--- src/rtl/seg_scan_decoder.sv ---
// Receive-side monitor for a multiplexed 4-digit 7-segment scan: decodes digits, reassembles frames, flags bad scans.
// Optional SEG_SCAN_STABLE_FILTER_EN: publish only after STABLE_FRAMES identical consecutive good frames.
module seg_scan_decoder #(
    parameter bit          WEI_ACTIVE_LOW  = 1'b1,
    parameter bit          DUAN_ACTIVE_LOW = 1'b1,
    parameter int unsigned TIMEOUT         = 16,
    parameter int unsigned STABLE_FRAMES   = 3
) (
    input  logic        clk_200Hz,
    input  logic        rst,
    input  logic [3:0]  sm_wei,
    input  logic [7:0]  sm_duan,
    output logic [15:0] data_out,
    output logic [3:0]  dot_out,
    output logic        frame_valid,
    output logic        stable,
    output logic        seg_err,
    output logic        seq_err,
    output logic        scan_lost
);

    typedef enum logic {HUNT, COLLECT} state_t;

    localparam logic [6:0] SEG_TABLE [16] = '{
        7'h3F, 7'h06, 7'h5B, 7'h4F, 7'h66, 7'h6D, 7'h7D, 7'h07,
        7'h7F, 7'h6F, 7'h77, 7'h7C, 7'h39, 7'h5E, 7'h79, 7'h71
    };

    if (TIMEOUT < 2 || TIMEOUT > 255) begin : g_bad_timeout
        $error("seg_scan_decoder: TIMEOUT out of range 2..255");
    end
    if (STABLE_FRAMES < 1 || STABLE_FRAMES > 15) begin : g_bad_stable
        $error("seg_scan_decoder: STABLE_FRAMES out of range 1..15");
    end

    logic [3:0]  wei_reg;
    logic [7:0]  duan_reg;
    state_t      state_reg;
    logic [3:0]  mask_reg;
    logic [3:0]  prev_reg;
    logic        bad_reg;
    logic [7:0]  cnt_reg;
    logic [15:0] digits_reg;
    logic [3:0]  dots_reg;

    logic [15:0] seg_match;
    logic [3:0]  nibble;
    logic        seg_ok;
    logic        sample_valid;
    logic        seen_hit;
    logic        same_prev;
    logic        new_bit;
    logic        revisit;
    logic        progress;
    logic        closes;
    logic        timeout_hit;
    logic        frame_good;
    logic [3:0]  mask_set;
    logic [7:0]  cnt_inc;
    logic [15:0] digits_merge;
    logic [3:0]  dots_merge;

    for (genvar gi = 0; gi < 16; gi++) begin : g_match
        assign seg_match[gi] = (duan_reg[6:0] == SEG_TABLE[gi]);
    end

    always_comb begin
        nibble = 4'h0;
        for (int i = 0; i < 16; i++) begin
            if (seg_match[i]) nibble = 4'(i);
        end
    end

    // Current sample merged into the stored digits; only meaningful for a one-hot select
    for (genvar gi = 0; gi < 4; gi++) begin : g_merge
        assign digits_merge[gi*4 +: 4] = wei_reg[gi] ? nibble : digits_reg[gi*4 +: 4];
        assign dots_merge[gi]          = wei_reg[gi] ? duan_reg[7] : dots_reg[gi];
    end

    assign seg_ok       = |seg_match;
    assign sample_valid = $onehot(wei_reg);
    assign seen_hit     = |(mask_reg & wei_reg);
    assign same_prev    = (wei_reg == prev_reg);
    assign new_bit      = sample_valid && !seen_hit;
    assign revisit      = sample_valid && seen_hit && !same_prev;
    assign progress     = new_bit || revisit;
    assign mask_set     = mask_reg | wei_reg;
    assign closes       = new_bit && (mask_set == 4'hF);
    assign frame_good   = closes && !bad_reg && seg_ok;
    assign cnt_inc      = (cnt_reg == 8'hFF) ? cnt_reg : cnt_reg + 8'd1;
    // Only non-progressing cycles can expire the scan, so timeout wins over junk samples
    assign timeout_hit  = (state_reg == COLLECT) && !progress && (cnt_reg >= 8'(TIMEOUT - 1));

`ifdef SEG_SCAN_STABLE_FILTER_EN
    logic [15:0] last_data_reg;
    logic [3:0]  last_dot_reg;
    logic        last_ok_reg;
    logic [3:0]  run_reg;
`endif

    always_ff @(posedge clk_200Hz) begin
        if (rst) begin
            wei_reg     <= 4'h0;
            duan_reg    <= 8'h00;
            state_reg   <= HUNT;
            mask_reg    <= 4'h0;
            prev_reg    <= 4'h0;
            bad_reg     <= 1'b0;
            cnt_reg     <= 8'h00;
            digits_reg  <= 16'h0000;
            dots_reg    <= 4'h0;
            data_out    <= 16'h0000;
            dot_out     <= 4'h0;
            frame_valid <= 1'b0;
            stable      <= 1'b0;
            seg_err     <= 1'b0;
            seq_err     <= 1'b0;
            scan_lost   <= 1'b0;
`ifdef SEG_SCAN_STABLE_FILTER_EN
            last_data_reg <= 16'h0000;
            last_dot_reg  <= 4'h0;
            last_ok_reg   <= 1'b0;
            run_reg       <= 4'h0;
`endif
        end else begin
            wei_reg     <= sm_wei ^ {4{WEI_ACTIVE_LOW}};
            duan_reg    <= sm_duan ^ {8{DUAN_ACTIVE_LOW}};
            frame_valid <= 1'b0;
            seg_err     <= 1'b0;
            seq_err     <= 1'b0;
            case (state_reg)
                HUNT: begin
                    if (sample_valid) begin
                        state_reg  <= COLLECT;
                        scan_lost  <= 1'b0;
                        cnt_reg    <= 8'h00;
                        mask_reg   <= wei_reg;
                        prev_reg   <= wei_reg;
                        bad_reg    <= !seg_ok;
                        seg_err    <= !seg_ok;
                        digits_reg <= digits_merge;
                        dots_reg   <= dots_merge;
                    end
                end
                default: begin
                    if (timeout_hit) begin
                        state_reg <= HUNT;
                        scan_lost <= 1'b1;
                        stable    <= 1'b0;
                        mask_reg  <= 4'h0;
                        bad_reg   <= 1'b0;
                        cnt_reg   <= 8'h00;
                    end else if (sample_valid) begin
                        seg_err    <= !seg_ok;
                        prev_reg   <= wei_reg;
                        digits_reg <= digits_merge;
                        dots_reg   <= dots_merge;
                        if (new_bit) begin
                            cnt_reg <= 8'h00;
                            if (closes) begin
                                mask_reg <= 4'h0;
                                bad_reg  <= 1'b0;
                            end else begin
                                mask_reg <= mask_set;
                                bad_reg  <= bad_reg | !seg_ok;
                            end
                        end else if (revisit) begin
                            seq_err  <= 1'b1;
                            cnt_reg  <= 8'h00;
                            mask_reg <= wei_reg;
                            bad_reg  <= !seg_ok;
                        end else begin
                            cnt_reg <= cnt_inc;
                            bad_reg <= bad_reg | !seg_ok;
                        end
                    end else begin
                        cnt_reg <= cnt_inc;
                    end
                end
            endcase

            if (frame_good && state_reg == COLLECT && !timeout_hit) begin
`ifdef SEG_SCAN_STABLE_FILTER_EN
                if (last_ok_reg && digits_merge == last_data_reg && dots_merge == last_dot_reg) begin
                    if (run_reg != 4'hF) run_reg <= run_reg + 4'd1;
                    if ({1'b0, run_reg} + 5'd1 == 5'(STABLE_FRAMES)) begin
                        data_out    <= digits_merge;
                        dot_out     <= dots_merge;
                        frame_valid <= 1'b1;
                        stable      <= 1'b1;
                    end
                end else begin
                    run_reg       <= 4'd1;
                    last_data_reg <= digits_merge;
                    last_dot_reg  <= dots_merge;
                    last_ok_reg   <= 1'b1;
                    if (STABLE_FRAMES == 1) begin
                        data_out    <= digits_merge;
                        dot_out     <= dots_merge;
                        frame_valid <= 1'b1;
                        stable      <= 1'b1;
                    end else begin
                        stable <= 1'b0;
                    end
                end
`else
                data_out    <= digits_merge;
                dot_out     <= dots_merge;
                frame_valid <= 1'b1;
                stable      <= 1'b1;
`endif
            end
        end
    end

endmodule

--- config.mk ---
export PLATFORM = sky130hd
export DESIGN_NAME = seg_scan_decoder
export DESIGN_NICKNAME = d
export VERILOG_FILES = /design/src/rtl/seg_scan_decoder.sv
export SDC_FILE = /design/constraint.sdc
export NUM_CORES = 1
export LEC_CHECK = 0
export CAP_MARGIN = 5
export CORE_ASPECT_RATIO = 0.5
export CORE_MARGIN = 2
export CORE_UTILIZATION = 55
export CTS_CLUSTER_DIAMETER = 150
export DETAILED_ROUTE_END_ITERATION = 10
export GPL_TIMING_DRIVEN = 0
export PLACE_DENSITY = 0.78
export SETUP_SLACK_MARGIN = 0.02
export SLEW_MARGIN = 40
export SYNTH_ARGS = -nofsm -noshare
export SYNTH_HDL_FRONTEND = slang
export SYNTH_SLANG_ARGS = --single-unit
--- constraint.sdc ---
create_clock -name clk_200Hz -period 5.6 [get_ports clk_200Hz]
set_input_delay 1.4 -clock clk_200Hz [delete_from_list [all_inputs] [get_ports clk_200Hz]]
set_output_delay 1.4 -clock clk_200Hz [all_outputs]
set_load 0.005 [all_outputs]
==> flow_summary.toml, run 1 <==
[die]
die_x_um = 117
coreArea_um2 = 6110
dieHeight_um = 60.4
io_pins = 39
rows = 20
start_util = 0.572
design.die.area_um2 = 7050

[place]
io_buffer_count = 37
routabilityCongestion = 0.954
dpl_cell_area_um2 = 3980
dp_hpwl_mm = 6.10

[sta]
finalMaxSlewViolations = 0
skew_ps = 5.14
tightest_slew_ps = 620
slew_headroom = 0.587
min_period_over_period = 0.738
period_minus_slack_ps = 4130
rsz0062_at_grt = "no"
tns_ps = 0
hold_viol_final = 0
setup_viol = 0
max_freq_ghz = 0.242

[clocking]
htree_levels = 3
clock-root-buffer = "clkbuf_16"
cts.reportedPaths.clkPinSlew_ps = 60
clk_latency_ps = 340
cts_tree = "yes"
cts_max_path_buffers = 2
clock-sinks = 75
cts_hold_buf = 0
post_cts_buffers = 0
cts-buffers-inserted = 9
ctsResizeCount = 0

[global_route]
grt_pass1_wl_mm = 13.7
use_met2 = 0.438
grt_max_degree = 13
busiest_layer = "met2"
gr-total-overflow = 0
antenna_found_initial = 0
grt_pass1_vias = 2885
use_met3 = 0.0869
grt_usage = 0.260
met1_usage = 0.317

[cells_and_area]
register_area_um2 = 1500
fillers = 499
nNetsFinal = 467
area_growth_pct = 24.1
multi_input_area_um2 = 1790
diodes = 0
layout-drive-gt1-share = 0.0947
final_area_um2 = 4340

[synth]
synth.net_count = 419
yosysMostFrequentCell = "dfxtp_1"
synth_top_area_cell = "dfxtp_1"
ys_warn_count = 0
synth_edf_count = 0
synth_commonest_cells = "75 x dfxtp_1, 48 x nor2_1, 30 x nand2_1, 24 x a21oi_1, 21 x clkbuf_1"
synthTopCellsByArea = "dfxtp_1 43%, nor2_1 5.2%, a21oi_1 3.4%"
syn_avg_cell_area_um2 = 8.71
synth_top_area_frac = 0.430
synth-async-reset-ratio = 0
synth_seq_cells = 75
ys_types = 58
ys.flop_type = "dfxtp_1"
syn_area_um2 = 3490
synthCells = 401
synth_seq_area_share = 0.430

[detailed_routing]
firstDrtPassIters = 5
drtIter0Drc = 224
vias = 3172
viasPerCell = 5.85
wl_per_cell_um = 15.9
routed_wl_mm = 8.61
ant_nets = 0
post-route-drc-count = 0

[hold_path]
worst_hold_path_type = "flop to flop"

[worst_setup_path]
cp_slowest_cell = "fa_1"
critPathRequiredTime_ps = 5830
worstSetupPathType = "flop to flop"
crit_fanout = 10
cp-start-kind = "flop"
cp_slowest_stage_delay_ps = 530
endpoint_kind = "flop"
cp.arrival_ps = 4360
crit_chain = "clkbuf_1 > clkbuf_1 > inv_1 > fa_1 > inv_1 > ha_1 > ha_1 > nor2_1 > and2_1 > clkbuf_1 > nand4_1 > nor2_2 > nand2_4 > buf_6 > mux2i_1"
crit_top_cell = "clkbuf_1"

[status]
status = "complete, no violations"

[pwr]
powerDensity_nw_per_um2 = 326
cellLeakagePower_nw = 1.62
peakVddDrop_v = 0.000194

[job]
maxCapViolCount = 0
layout by cell type, fill, tap and decap left out, types with 3 or more instances in the layout:
| cell | n |
|---|---|
| a211o_1 | 12 |
| a211oi_1 | 14 |
| a21o_1 | 4 |
| a21oi_1 | 24 |
| a22o_1 | 5 |
| a22oi_1 | 3 |
| a311oi_1 | 5 |
| a31oi_1 | 3 |
| and2_0 | 4 |
| and2_1 | 6 |
| buf_2 | 9 |
| buf_6 | 4 |
| bufinv_16 | 3 |
| clkbuf_1 | 21 |
| clkbuf_16 | 9 |
| clkbuf_8 | 3 |
| clkdlybuf4s50_1 | 37 |
| dfxtp_1 | 75 |
| ha_1 | 3 |
| inv_1 | 7 |
| mux2i_1 | 12 |
| nand2_1 | 30 |
| nand2b_1 | 10 |
| nand3_1 | 6 |
| nand3b_1 | 8 |
| nand4_1 | 5 |
| nor2_1 | 48 |
| nor2b_1 | 10 |
| nor3_1 | 6 |
| o21ai_0 | 11 |
| o21ai_1 | 6 |
| o22ai_1 | 3 |
| o31ai_1 | 8 |
| xor2_1 | 5 |
logic make-up (layout without fill, tap and decap cells):
family | after synthesis | after routing | share of synthesized area
AND/OR/NAND/NOR | 155 | 155 | 0.237
flip-flops | 75 | 75 | 0.430
AO/OA/AOI/OAI | 106 | 106 | 0.208
multiplexers | 12 | 12 | 0.0344
XOR/XNOR | 6 | 6 | 0.0150
adder cells (fa/ha/maj) | 4 | 4 | 0.0165
buffers and inverters | 43 | 96 | 0.0591
worst paths after layout:
path	startpoint	end	slack, ps	depth (start not counted)
setup / recovery	wei_reg[1]	data_out[2]	1470	15
hold / removal	dots_reg[2]	dots_reg[2]	470	2
setup reg to reg	wei_reg[1]	data_out[2]	1470	15
hold reg to reg	dots_reg[2]	dots_reg[2]	470	2
worst max-delay path, delay by kind of cell, from the launching register on:
| family | cells | cell delay (ps) |
|---|---|---|
| fa+ha+maj | 3 | 970 |
| buf+inv | 6 | 1480 |
| flops | 1 | 310 |
| mux | 1 | 120 |
| simple gates | 5 | 1130 |
metal layers:
layer,part of all wire,vias to the layer above,routed length [µm]
met5,0,-,0
met4,0.021,0,183
met3,0.075,24,647
met2,0.46,129,3980
met1,0.44,1511,3790
li1,-,1508,-
cell type report:
cell class | instances | share of cell area
repair buffers | 37 | 0.0854
well taps | 88 | 0.0254
multi-input cells | 283 | 0.412
clock buffers | 12 | 0.0615
flip-flops and latches | 75 | 0.346
inverters | 7 | 0.00606
plain buffers | 36 | 0.0415
clock inverters | 4 | 0.0219
through the flow:
| stage | hold WS, ps | instances | utilization | setup WS, ps | total power, W |
|---|---|---|---|---|---|
| 2_1_floorplan | 436 | 401 | - | 2270 | 0.000683 |
| 3_3_place_gp | 448 | 526 | 0.651 | 1630 | 0.000718 |
| 3_5_place_dp | 451 | 526 | 0.651 | 1580 | 0.000726 |
| 4_1_cts | 468 | 542 | 0.710 | 1530 | 0.00142 |
| 5_1_grt | 489 | 542 | 0.710 | 1280 | 0.00146 |
| 6_report | 470 | 542 | 0.710 | 1470 | 0.00141 |
where the power goes:
group / switching (W) / internal, W
Combinational: 0.0000901 / 0.0000580
Sequential: 0.0000151 / 0.000555
Clock: 0.000224 / 0.000471
(Power assumes the default switching activity.)
==> inputs of run 2 (changes only) <==
CORE_UTILIZATION = 50   (was 55)
PLACE_DENSITY = 0.75   (was 0.78)
clock period = 3.7 ns   (was 5.6 ns; I/O delays follow)
==> run 2 against run 1 <==
Compared with the run above: cell count up 0.37%; non-clock buffer count down 2; worst hold slack got worse by 12 ps; die area up 9.5%; sequential cell count stayed put; first-iteration DRC count shrank 7.1%; maximum frequency rose by 22%; wire length down 4.0%; worst setup slack got worse by 1200 ps; sequential power grew 52%; highest routed layer unchanged.
==> flow_summary.toml, run 2 (synthesis results as in run 1) <==
[status]
status = "complete, no violations"

[clocking]
cts-buffers-inserted = 9
cts_max_path_buffers = 2
clock-root-buffer = "clkbuf_16"
clock-sinks = 75
clk_latency_ps = 340
htree_levels = 3
cts_tree = "yes"
cts.reportedPaths.clkPinSlew_ps = 60

[die]
design.die.area_um2 = 7710
io_pins = 39
coreArea_um2 = 6730
rows = 21
dieHeight_um = 63.1
die_x_um = 122
start_util = 0.520

[worst_setup_path]
endpoint_kind = "flop"
r2r_cells = 14
worstSetupPathType = "flop to flop"
ff2ff_setup_slack_ps = 310
cp-start-kind = "flop"
crit_fanout = 10
rr_startpoint = "wei_reg[0]"
timing.rr.end = "data_out[8]"
cp.arrival_ps = 3610
critPathRequiredTime_ps = 3920

[cells_and_area]
fillers = 586
final_cell_mix = "73 x dfxtp_1, 48 x nor2_1, 37 x clkdlybuf4s50_1"
multi_input_area_um2 = 1790
layout_commonest_cell = "dfxtp_1"
diodes = 0
finalNonFillerCells = 544
fin_util = 0.643
area_growth_pct = 23.8
nNetsFinal = 465
layout-drive-gt1-share = 0.111
register_area_um2 = 1500

[pwr]
switching_power_w = 0.000490
internal_power_w = 0.00155
pwr-share-seq = 0.424
cellLeakagePower_nw = 1.62
peakVddDrop_v = 0.000269
total_power_w = 0.00205
comb_power_share = 0.107
netSwitchingFraction = 0.240
powerDensity_nw_per_um2 = 473
p_clk_frac = 0.469

[detailed_routing]
ant_nets = 0
drtIter0Drc = 208
vias = 3015
firstDrtPassIters = 4
viasPerCell = 5.54
wl_per_cell_um = 15.2
post-route-drc-count = 0
routed_wl_mm = 8.26

[hold_path]
hold-path-endpoint = "dots_reg[3]"
min_path_cells = 2
worst_hold_path_type = "flop to flop"
hold_path_startpoint = "dots_reg[3]"

[sta]
setup_viol = 0
skew_ps = 8.47
slew_headroom = 0.547
min_period_over_period = 0.917
rsz0062_at_grt = "no"
setup_ws_ps = 307
max_freq_ghz = 0.295
hold_viol_final = 0
hold_ws_ps = 458
finalMaxSlewViolations = 0
tightest_slew_ps = 676
period_minus_slack_ps = 3390

[place]
placed_cells = 530
io_buffer_count = 37
dp_slack_ps = -356
dp_hpwl_mm = 5.59
routabilityCongestion = 0.829

[global_route]
grt_usage = 0.239
grt_max_degree = 13
grt_pass1_vias = 2858
grt_pass1_wl_mm = 14.3
antenna_found_initial = 0
gr-total-overflow = 0

[job]
maxCapViolCount = 0
==> run 2: cell types whose count changed in the layout (fill, tap and decap cells not counted), moves of 2 or more <==
| cell | before | now |
|---|---|---|
| dfxtp_1 | 75 | 73 |
| clkbuf_4 | 0 | 2 |
| clkbuf_1 | 21 | 15 |
| buf_4 | 1 | 3 |
| dfxtp_2 | 0 | 2 |
==> run 2: layer usage <==
layer / wire [µm] / vias to the layer above / GRT usage
met1: 4040 / 1418 / 0.337
met3: 490 / 10 / 0.0797
li1: - / 1521 / -
met4: 74 / 0 / 0.0632
met5: 0 / - / 0
met2: 3650 / 66 / 0.348
==> run 2: critical path, stage by stage, from the launching register on <==
cell and delay, ps:
dfxtp_2 440, buf_2 280, inv_1 100, fa_1 540, inv_1 40, ha_1 170, ha_1 270, nor2_1 120
and2_2 240, nand4_1 180, buf_4 200, nor2_4 200, nand2_4 160, buf_6 190, mux2i_1 120
==> run 2: how the worst max path moves through the flow <==
stage / slack, ps / depth (start not counted) / from / endpoint
after floorplan: 370 / 15 / wei_reg[0] / data_out[2]
after global placement: -280 / 15 / wei_reg[0] / data_out[4]
after detailed placement: -360 / 15 / wei_reg[0] / data_out[6]
after CTS: 70 / 14 / wei_reg[0] / data_out[9]
after global routing: 60 / 14 / wei_reg[0] / frame_valid
final: 310 / 14 / wei_reg[0] / data_out[8]
==> run 2: what timing repair did <==
action | 4_1_cts | 5_1_grt
setup endpoints to repair | 27 | 16
pin swaps | 0 | 1
hold buffers | 0 | 0
gates resized for setup | 8 | 2
setup buffers | 0 | 2
==> run 2: power by group through the flow <==
stage	Combinational [W]	Clock [W]	Sequential, W
detailed placement	0.000219	0	0.000878
CTS	0.000218	0.000970	0.000866
finish	0.000220	0.000958	0.000867
floorplan	0.000160	0	0.000874
global route	0.000248	0.00102	0.000872
global placement	0.000215	0	0.000877
==> run 2: area by class of cell <==
class | count | share of cell area
Clock buffer | 12 | 0.0593
Sequential cell | 75 | 0.348
Multi-Input combinational cell | 283 | 0.414
Buffer | 32 | 0.0402
Timing Repair Buffer | 39 | 0.0891
Clock inverter | 4 | 0.0168
Tap cell | 92 | 0.0266
Inverter | 7 | 0.00607
==> run 2: through the flow <==
stage	cell area (µm²)	setup TNS, ps
after CTS	4310	0
after global routing	4330	0
final	4330	0
after floorplan	3490	0
after global placement	3980	-4560
after detailed placement	3980	-6770
==> inputs of run 3 (changes only) <==
PLACE_DENSITY = 0.76   (was 0.75)
==> run 3 against run 2 <==
Compared with the run above: via count shrank 0.43%; sequential power is essentially flat; clock power shrank 9.6%; combinational power is essentially flat; critical path depth shrank 1; cell count shrank 0.55%; sequential cell count is the same; worst hold slack gained 1.7 ps; worst setup slack gained 49 ps; die area is the same; critical path type unchanged; largest cell class unchanged.
==> flow_summary.toml, run 3 (synthesis results as in run 1) <==
[status]
status = "complete, no violations"

[global_route]
use_met2 = 0.331
busiest_layer = "met2"
grt_max_degree = 12
grt_usage = 0.217
grt_pass1_vias = 2621
use_met3 = 0.0679
antenna_found_initial = 0
grt_pass1_wl_mm = 12.8
met1_usage = 0.297
gr-total-overflow = 0

[pwr]
internal_power_w = 0.00148
cellLeakagePower_nw = 1.60
powerDensity_nw_per_um2 = 455
switching_power_w = 0.000466
peakVddDrop_v = 0.000269
p_clk_frac = 0.444
netSwitchingFraction = 0.239
comb_power_share = 0.111
pwr-share-seq = 0.444

[detailed_routing]
post-route-drc-count = 0
firstDrtPassIters = 6
wl_per_cell_um = 14.5
ant_nets = 0
viasPerCell = 5.55
routed_wl_mm = 7.85
drtIter0Drc = 226
vias = 3002

[cells_and_area]
nNetsFinal = 463
fillers = 593
layout-drive-gt1-share = 0.102
diodes = 0
final_area_um2 = 4280
layout_commonest_cell = "dfxtp_1"
area_growth_pct = 22.5
final_cell_mix = "73 x dfxtp_1, 48 x nor2_1, 37 x clkdlybuf4s50_1"

[place]
io_buffer_count = 37
dp_hpwl_mm = 5.47
routabilityCongestion = 0.855
dpl_cell_area_um2 = 3980

[die]
die_x_um = 122
rows = 21
start_util = 0.520
coreArea_um2 = 6730
design.die.area_um2 = 7710
dieHeight_um = 63.1
io_pins = 39

[sta]
tightest_slew_ps = 624
finalMaxSlewViolations = 0
rsz0062_at_grt = "no"
max_freq_ghz = 0.299
period_minus_slack_ps = 3340
slew_headroom = 0.584
tns_ps = 0
setup_viol = 0
skew_ps = 6.09
min_period_over_period = 0.904
hold_viol_final = 0

[worst_setup_path]
cp.arrival_ps = 3550
crit_buf_inv = 4
cpLargestDelayFamily = "adder cells"
endpoint_kind = "flop"
cp-start-kind = "flop"
worstSetupPathType = "flop to flop"
cp_slowest_stage_delay_ps = 530
critPathRequiredTime_ps = 3910
crit_chain = "clkbuf_4 > inv_1 > fa_1 > inv_1 > ha_1 > ha_1 > nor2_1 > and2_2 > nand4_1 > or2_2 > clkbuf_1 > o21ai_0 > o31ai_1"
crit_fanout = 10
cp_slowest_cell = "fa_1"

[clocking]
htree_levels = 3
post_cts_buffers = 0
cts_max_path_buffers = 2
cts.reportedPaths.clkPinSlew_ps = 60
clk_latency_ps = 330
cts_tree = "yes"
clock-root-buffer = "clkbuf_16"
clock-sinks = 75
cts-buffers-inserted = 9

[hold_path]
worst_hold_path_type = "flop to flop"

[job]
maxCapViolCount = 0
[run 3: cell types whose count changed in the layout (fill, tap and decap cells not counted), sizes merged]
| cell | before | now |
|---|---|---|
| bufinv | 2 | 1 |
| buf | 18 | 15 |
| clkinvlp | 1 | 0 |
| clkbuf | 28 | 30 |
[run 3: per-layer routing]
metal  share of wire  vias to the layer above
met5               0                        -
met3           0.048                       10
met1            0.50                     1423
met4          0.0083                        0
met2            0.44                       61
li1                -                     1508
[run 3: repair_timing]
item | 4_1_cts | 5_1_grt
hold buffers | 0 | 0
pin swaps | 0 | 1
gates resized for setup | 7 | 3
setup endpoints to repair | 27 | 15
[run 3: cell type report]
cell class	count	area [µm²]	share of cell area
buffer	32	176	0.0412
clock buffer	13	260	0.0608
clock inverter	2	35.0	0.00818
inverter	7	26.3	0.00614
multi-input combinational	283	1790	0.419
sequential	75	1500	0.351
tap	92	115	0.0269
timing repair buffer	37	370	0.0865
[run 3: power by group through the flow]
stage          Clock, W  Sequential, W  Combinational [W]
6_report       0.000866       0.000866           0.000217
5_1_grt        0.000921       0.000870           0.000241
4_1_cts        0.000875       0.000864           0.000218
3_5_place_dp          0       0.000878           0.000217
3_3_place_gp          0       0.000877           0.000215
2_1_floorplan         0       0.000874           0.000160
[run 3: worst min-delay path, cell delays in order (launching register included)]
cell	delay, ps
dfxtp_1	300
nand2_1	50
a21oi_1	50
[run 3: worst paths after layout]
path	startpoint	to	slack, ps	depth (start not counted)
setup / recovery	wei_reg[0]	data_out[5]	360	13
hold / removal	dots_reg[1]	dots_reg[1]	460	2
setup reg to reg	wei_reg[0]	data_out[5]	360	13
hold reg to reg	dots_reg[1]	dots_reg[1]	460	2
[run 3: stage by stage]
stage | setup slack, ps | util | hold slack (ps) | total power (W) | std cells
2_1_floorplan | 371 | - | 436 | 0.00103 | 401
3_3_place_gp | -263 | 0.592 | 443 | 0.00109 | 530
3_5_place_dp | -330 | 0.592 | 452 | 0.00109 | 530
4_1_cts | 43.4 | 0.637 | 458 | 0.00196 | 543
5_1_grt | 109 | 0.636 | 481 | 0.00203 | 541
6_report | 356 | 0.636 | 460 | 0.00195 | 541
